--- src/rtl/vga_out_pkg.sv ---
// Shared types and constants for the VGA output stage.
package vga_out_pkg;

    localparam int unsigned R_W   = 2;
    localparam int unsigned G_W   = 2;
    localparam int unsigned B_W   = 2;
    localparam int unsigned RGB_W = R_W + G_W + B_W;

    localparam int unsigned TESTPAT_BAR_W = 80;
    localparam int unsigned TESTPAT_BARS  = 8;
    localparam int unsigned COL_W         = 10;
    localparam int unsigned BAR_IDX_W     = 3;

    typedef logic [RGB_W-1:0] rgb_t;

    localparam rgb_t COLOR_BLACK = 6'h00;
    localparam rgb_t COLOR_WHITE = 6'h3F;

    // Sync-generator strobes that travel together through the delay line.
    typedef struct packed {
        logic hsync;
        logic vsync;
        logic visible;
        logic frame_end;
    } strobe_t;

    localparam int unsigned STROBE_W = $bits(strobe_t);

    // Colour-bar table: white, yellow, cyan, green, magenta, red, blue, black.
    function automatic rgb_t bar_color(input logic [BAR_IDX_W-1:0] idx);
        rgb_t c;
        case (idx)
            3'd0:    c = COLOR_WHITE;
            3'd1:    c = 6'h3C;
            3'd2:    c = 6'h0F;
            3'd3:    c = 6'h0C;
            3'd4:    c = 6'h33;
            3'd5:    c = 6'h30;
            3'd6:    c = 6'h03;
            default: c = COLOR_BLACK;
        endcase
        return c;
    endfunction

endpackage

--- src/rtl/vga_delay_line.sv ---
// WIDTH x DEPTH shift register with async active-high reset; DEPTH=0 is a wire.
module vga_delay_line #(
    parameter int unsigned WIDTH = 1,
    parameter int unsigned DEPTH = 1
) (
    input  logic             clk,
    input  logic             reset,
    input  logic [WIDTH-1:0] din,
    output logic [WIDTH-1:0] dout
);

    generate
        if (DEPTH == 0) begin : g_wire
            assign dout = din;
        end else begin : g_pipe
            logic [WIDTH-1:0] stage [DEPTH];

            always_ff @(posedge clk or posedge reset) begin
                if (reset) begin
                    for (int i = 0; i < int'(DEPTH); i++) begin
                        stage[i] <= '0;
                    end
                end else begin
                    stage[0] <= din;
                    for (int i = 1; i < int'(DEPTH); i++) begin
                        stage[i] <= stage[i-1];
                    end
                end
            end

            assign dout = stage[DEPTH-1];
        end
    endgenerate

endmodule

--- src/rtl/vga_out_stage.sv ---
// VGA pin driver: aligns sync strobes with the colour pipeline, blanks, sets sync
// polarity and counts frames. Define VGA_OUT_TESTPAT_EN to add the colour-bar generator.
module vga_out_stage
    import vga_out_pkg::*;
#(
    parameter int unsigned PIPE_DEPTH = 2,
    parameter bit          H_SYNC_POL = 1'b0,
    parameter bit          V_SYNC_POL = 1'b0,
    parameter int unsigned FRAME_W    = 8
) (
    input  logic               clk,
    input  logic               reset,
    input  logic               hsync_in,
    input  logic               vsync_in,
    input  logic               visible_in,
    input  logic               hmax_in,
    input  logic               vmax_in,
    input  logic [RGB_W-1:0]   rgb_in,
`ifdef VGA_OUT_TESTPAT_EN
    input  logic               test_en,
`endif
    output logic               hsync,
    output logic               vsync,
    output logic [RGB_W-1:0]   rgb,
    output logic               frame_tick,
    output logic [FRAME_W-1:0] frame_count
);

    strobe_t strobe_in;
    strobe_t strobe_dly;
    rgb_t    pixel_c;

    assign strobe_in = {hsync_in, vsync_in, visible_in, hmax_in & vmax_in};

    vga_delay_line #(
        .WIDTH (STROBE_W),
        .DEPTH (PIPE_DEPTH)
    ) u_strobe_dly (
        .clk   (clk),
        .reset (reset),
        .din   (strobe_in),
        .dout  (strobe_dly)
    );

`ifdef VGA_OUT_TESTPAT_EN
    logic [COL_W-1:0]     col;
    logic [COL_W-1:0]     bar_full_c;
    logic [BAR_IDX_W-1:0] bar_idx_c;

    // Column position within the current visible run of the delayed strobe.
    always_ff @(posedge clk or posedge reset) begin
        if (reset) begin
            col <= '0;
        end else if (strobe_dly.visible) begin
            col <= col + COL_W'(1);
        end else begin
            col <= '0;
        end
    end

    // Columns past the last bar stay on the final (black) entry.
    always_comb begin
        bar_full_c = col / COL_W'(TESTPAT_BAR_W);
        bar_idx_c  = BAR_IDX_W'(TESTPAT_BARS - 1);
        if (bar_full_c < COL_W'(TESTPAT_BARS)) begin
            bar_idx_c = bar_full_c[BAR_IDX_W-1:0];
        end
    end

    always_comb begin
        pixel_c = rgb_in;
        if (test_en) begin
            pixel_c = bar_color(bar_idx_c);
        end
    end
`else
    always_comb begin
        pixel_c = rgb_in;
    end
`endif

    // Output register; reset drives syncs to their inactive level.
    always_ff @(posedge clk or posedge reset) begin
        if (reset) begin
            hsync       <= ~H_SYNC_POL;
            vsync       <= ~V_SYNC_POL;
            rgb         <= COLOR_BLACK;
            frame_tick  <= 1'b0;
            frame_count <= '0;
        end else begin
            hsync      <= strobe_dly.hsync ~^ H_SYNC_POL;
            vsync      <= strobe_dly.vsync ~^ V_SYNC_POL;
            rgb        <= strobe_dly.visible ? pixel_c : COLOR_BLACK;
            frame_tick <= strobe_dly.frame_end;
            if (frame_tick) begin
                frame_count <= frame_count + FRAME_W'(1);
            end
        end
    end

endmodule
--- config.mk ---
export PLATFORM = sky130hd
export DESIGN_NAME = vga_out_stage
export DESIGN_NICKNAME = d
export VERILOG_FILES = /design/src/rtl/vga_out_pkg.sv /design/src/rtl/vga_delay_line.sv /design/src/rtl/vga_out_stage.sv
export SDC_FILE = /design/constraint.sdc
export NUM_CORES = 1
export LEC_CHECK = 0
export CELL_PAD_IN_SITES_DETAIL_PLACEMENT = 0
export CELL_PAD_IN_SITES_GLOBAL_PLACEMENT = 1
export CORE_MARGIN = 2
export CORE_UTILIZATION = 36
export DETAILED_ROUTE_END_ITERATION = 10
export PLACE_DENSITY = 0.86
export SETUP_SLACK_MARGIN = 0.1
export SYNTH_ARGS = -nofsm -noshare
export SYNTH_HDL_FRONTEND = slang
export SYNTH_SLANG_ARGS = --single-unit
--- constraint.sdc ---
create_clock -name clk -period 2.7 [get_ports clk]
set_input_delay 0.54 -clock clk [delete_from_list [all_inputs] [get_ports clk]]
set_output_delay 0.54 -clock clk [all_outputs]
set_load 0.02 [all_outputs]
== Yosys cells after proc, flatten, opt, wreduce, memory -nomap -nowiden ==
Index checks and enable logic that the tools add are counted.
Operators by class
  $add $sub $neg: 1
  multipliers: 0
  divide/modulo/power cells: 0
  $lt $le $gt $ge: 0
  equal/unequal tests: 0
  shift operators: 0
  multiplexer cells: 1
  bitwise gates (word level): 3
  reductions and logical operators: 0
Operator list (count)
  $add 8x1->8 const B: 1
  $mux 6: 1
  $not 1->1: 2
  $and 1x1->1: 1
Word-level totals
  flip-flop bits (word level): 25
  bits in latches: 0
  RAM bits: 0
  bits in read-only memories: 0
  input port bits: 13
  output and inout bits: 17
  logic and storage cells: 12
  memories kept: 0

== Logic depth before layout (Yosys ltp) ==
  word-level depth: 1
  gate-level depth with buffers: 3
  depth with buffers taken out: 3

== Modules after synthesis ==
A second synthesis with hierarchy kept.
Unflattened totals
  cell total of the unflattened synthesis: 58
  area, all modules: 858.3 sq um
By module, submodules not included
  vga_out_stage: times used 1, cells an instance 45, area an instance 624.3 sq um, sequential area each 427.9 sq um
  vga_delay_line: times used 1, cells an instance 13, area an instance 234.0 sq um, sequential area each 200.2 sq um

== Worst setup path after synthesis ==
OpenSTA, ideal clock, no wires.
  path kind: register to register
  from: register frame_tick
  to: register frame_count[7]
  setup time: 0.079 ns
  arrival time: 1.077 ns
  required time: 2.621 ns
  path slack: 1.544 ns
  stages on the path, launching flop included: 4
  buffers on the path: 0
  period minus slack after synthesis: 1.156 ns
  cells stage by stage: dfrtp_1 -> nand4_2 -> nor3_2 -> xor2_1
RTL lines
  start, declared: RTL line vga_out_stage.sv:25  | output logic frame_tick,
  start signal, assigned: RTL line vga_out_stage.sv:94  | frame_tick <= strobe_dly.frame_end;
  end signal, assigned: RTL line vga_out_stage.sv:96  | frame_count <= frame_count + FRAME_W'(1);
  end, declared: RTL line vga_out_stage.sv:26  | output logic [FRAME_W-1:0] frame_count

== Worst setup path in the final report ==
  from: register frame_tick
  to: output port frame_tick
No word-level cell between the ends.

==> summary.txt <==
Timing
  – Fin crit period: a little under 2 ns
  – Slew Viols, Final: 0
  – # setup viols final: 0
  – RSZ-0062 raised after global routing: false
  – Slew headroom: about four fifths
  – Clk_skew: about 0.00082 ns
  – Setup TNS: 0 ns
  – Fin. Hold Viols: 0
  – Final period utilization: 73.6%
  – Worst Tran Pin Value: 0.300 ns
  – Achievable Freq: 0.503 GHz

Detailed routing
  – Vias post-DR: about 500
  – Vias/cell: about 4.3
  – Pre-antenna DRT Iters: 1
  – Iter 0 DRT Violations: 0
  – Post-route ant nets: 0
  – Routed wire per std cell: between 10 and 15 um
  – DRC viols: 0
  – DRT Wirelength: ~1.2 mm

Yosys
  – Mapped cell area: ~820 um^2
  – Number of synthesized register bits: 25
  – Top cells by area, synth: dfrtp_1 (70%), dfstp_2 (6.4%), and2_1 (5.3%)
  – Net Count, Synth: 67
  – Avg Cell Area, Syn: around 16 um^2
  – Number of flops mapped to enable cells by yosys: 0
  – Yosys cell types: 14
  – Yosys Warn Count: 0
  – Count leader, synth: dfrtp_1
  – Syn Inst Count: 53
  – Synth Flop Type: dfrtp_1
  – Synth cell count leaders: dfrtp_1 (23), and2_1 (7), xnor2_1 (4)
  – Post-synthesis async set-or-reset flop share: between 90% and 100%
  – Synth top area share: between 60 and 70%
  – Leading area contributor after synthesis: dfrtp_1
  – Sequential fraction of the synthesis area: around 76%

Critical path
  – Total buffers and inverters traversed by the critical path: 1
  – CP endpoint kind: output port
  – Crit path kind: flop to output port
  – Critical path, cell by cell: clkdlybuf4s50_1
  – Crit-path max FO: 7
  – CP top delay family: buffers and inverters
  – CP peak stage delay: ~0.65 ns
  – CP Data Arrival Time: roughly 1.5 ns
  – Critical-path top delay cell: clkdlybuf4s50_1
  – Req. time, crit path: between 2 and 2.5 ns
  – CP startpoint kind: flop

Placed design
  – I/O Buffers: 29
  – Hpwl dp: 953 um
  – Global placer's final weighted congestion: 0.703

Clocking
  – Clk root buf: clkbuf_4
  – CTS HTree Levels: 1
  – CTS Hold Bufs: 0
  – PostCTS Resize Cnt: 0
  – CTS Sinks: 25
  – Max Buffers Root-to-Sink: 2
  – Post-CTS Setup Inserts: 0
  – Number of buffers created by CTS: 3
  – CTS clk-pin slew, worst paths: ~0.12 ns
  – CTS tree: built
  – Clock latency on the worst-skew pair: approximately 0.30 ns

Power
  – Pleak: between 0.5 and 0.6 nW
  – Total Power: roughly 0.9 mW
  – PwrDens: ~760 nW/um^2
  – VDD IR max: approximately 360 uV

Global routing
  – Number of global-route vias before repair: around 510
  – Pin count of the biggest net entering global routing: 26
  – Number of antenna violations at the first check in global routing: 0
  – First-pass GRT wire length: ~2.2 mm
  – Total grt overflow: 0
  – Tot GR Track Use: between 10% and 20%

Final layout
  – Share of cells above drive strength 1: about a tenth
  – Diodes inserted: 0
  – Nets: just over 100
  – Layout area overhead: 43.6%

Floorplan
  – IO Count: 30
  – Die Area: ~2700 um^2
  – Core area: ~2200 um^2
  – Die X: roughly 52 um
  – Row count: 17
  – Chip height: around 52 um
  – Initial core utilization: about 38%

Flow run
  – Max-Cap Viols: 0

Status
  – Outcome: completed

Worst hold path
  – Class of the worst hold path: flop to flop
-- cell type report --
cell class	instances	area, um^2
fill	194	1010
sequential	25	628
timing repair buffer	30	298
multi-input combinational	25	185
tap	28	35.0
clock buffer	4	26.3
inverter	3	11.3
-- logic make-up (layout without fill, tap and decap cells) --
kind of cell             after synthesis  after routing  synth area share [%]
AND/OR/NAND/NOR                       16             16                  12.1
buffers and inverters                  3             37                  1.37
XOR/XNOR                               7              7                  7.44
flip-flops                            25             25                  76.2
multiplexers                           1              1                  1.37
adder cells (fa/ha/maj)                1              1                  1.52
-- worst reg2reg max path, delay by kind of cell (launching register included) --
kind                      cells  cell delay, ns
DFF                           1            0.50
and+or+nand+nor               2            0.42
xor gates and xnor gates      1            0.17
-- layer usage --
metal / track usage [%] / routed length [um] / vias up
met5: 0 / 0 / -
met4: 2.63 / 0 / 0
met3: 3.74 / 93 / 0
met2: 18.1 / 615 / 20
met1: 14.0 / 534 / 242
li1: - / - / 235
-- power by group --
part	internal, mW	switching, mW	total, mW
logic	0.136	0.114	0.250
clock network	0.0574	0.0981	0.156
registers	0.429	0.0616	0.491
total	0.623	0.273	0.896
-- cell usage in the layout, fill, tap and decap left out, types with 2 or more instances in the layout --
cell type / Yosys / layout
xnor2_1: 4 / 4
clkbuf_4: 0 / 3
clkdlybuf4s50_1: 0 / 29
dfstp_2: 2 / 2
nand2_1: 3 / 3
dfrtp_1: 23 / 23
and2_1: 7 / 7
inv_1: 3 / 3
nand4_1: 2 / 2
xor2_1: 3 / 3
-- stage by stage --
step / worst slack (ns) / util, % / instances / instance area (um^2) / hold slack (ns)
floorplan: 1.54 / - / 53 / 825 / 0.331
CTS: 0.704 / 54.0 / 115 / 1180 / 0.364
detailed placement: 1.05 / 52.8 / 111 / 1160 / 0.335
finish: 0.713 / 54.0 / 115 / 1180 / 0.362
global placement: 1.08 / 52.8 / 111 / 1160 / 0.334
global route: 0.635 / 54.0 / 115 / 1180 / 0.380
-- registers in the layout, summed over array words and instances (netlist names) --
name,count
vsync,1
frame_count,8
frame_tick,1
rgb,6
u_strobe_dly.g_pipe.stage,4
hsync,1
u_strobe_dly.dout,4
-- path summary, 6_finish.rpt --
path	slack, ns	startpoint	endpoint	cells past startpoint
worst min register to register	0.36	u_strobe_dly.g_pipe.stage[4]	u_strobe_dly.dout[0]	0
min in group asynchronous	0.57	reset	u_strobe_dly.g_pipe.stage[7]	3
worst max-delay path	0.71	frame_tick	frame_tick	1
max in group asynchronous	1.85	reset	vsync	3
worst max register to register	1.55	frame_tick	frame_count[7]	3
worst min-delay path	0.36	u_strobe_dly.g_pipe.stage[4]	u_strobe_dly.dout[0]	0
Note: power is estimated with default switching activity, not from simulation.
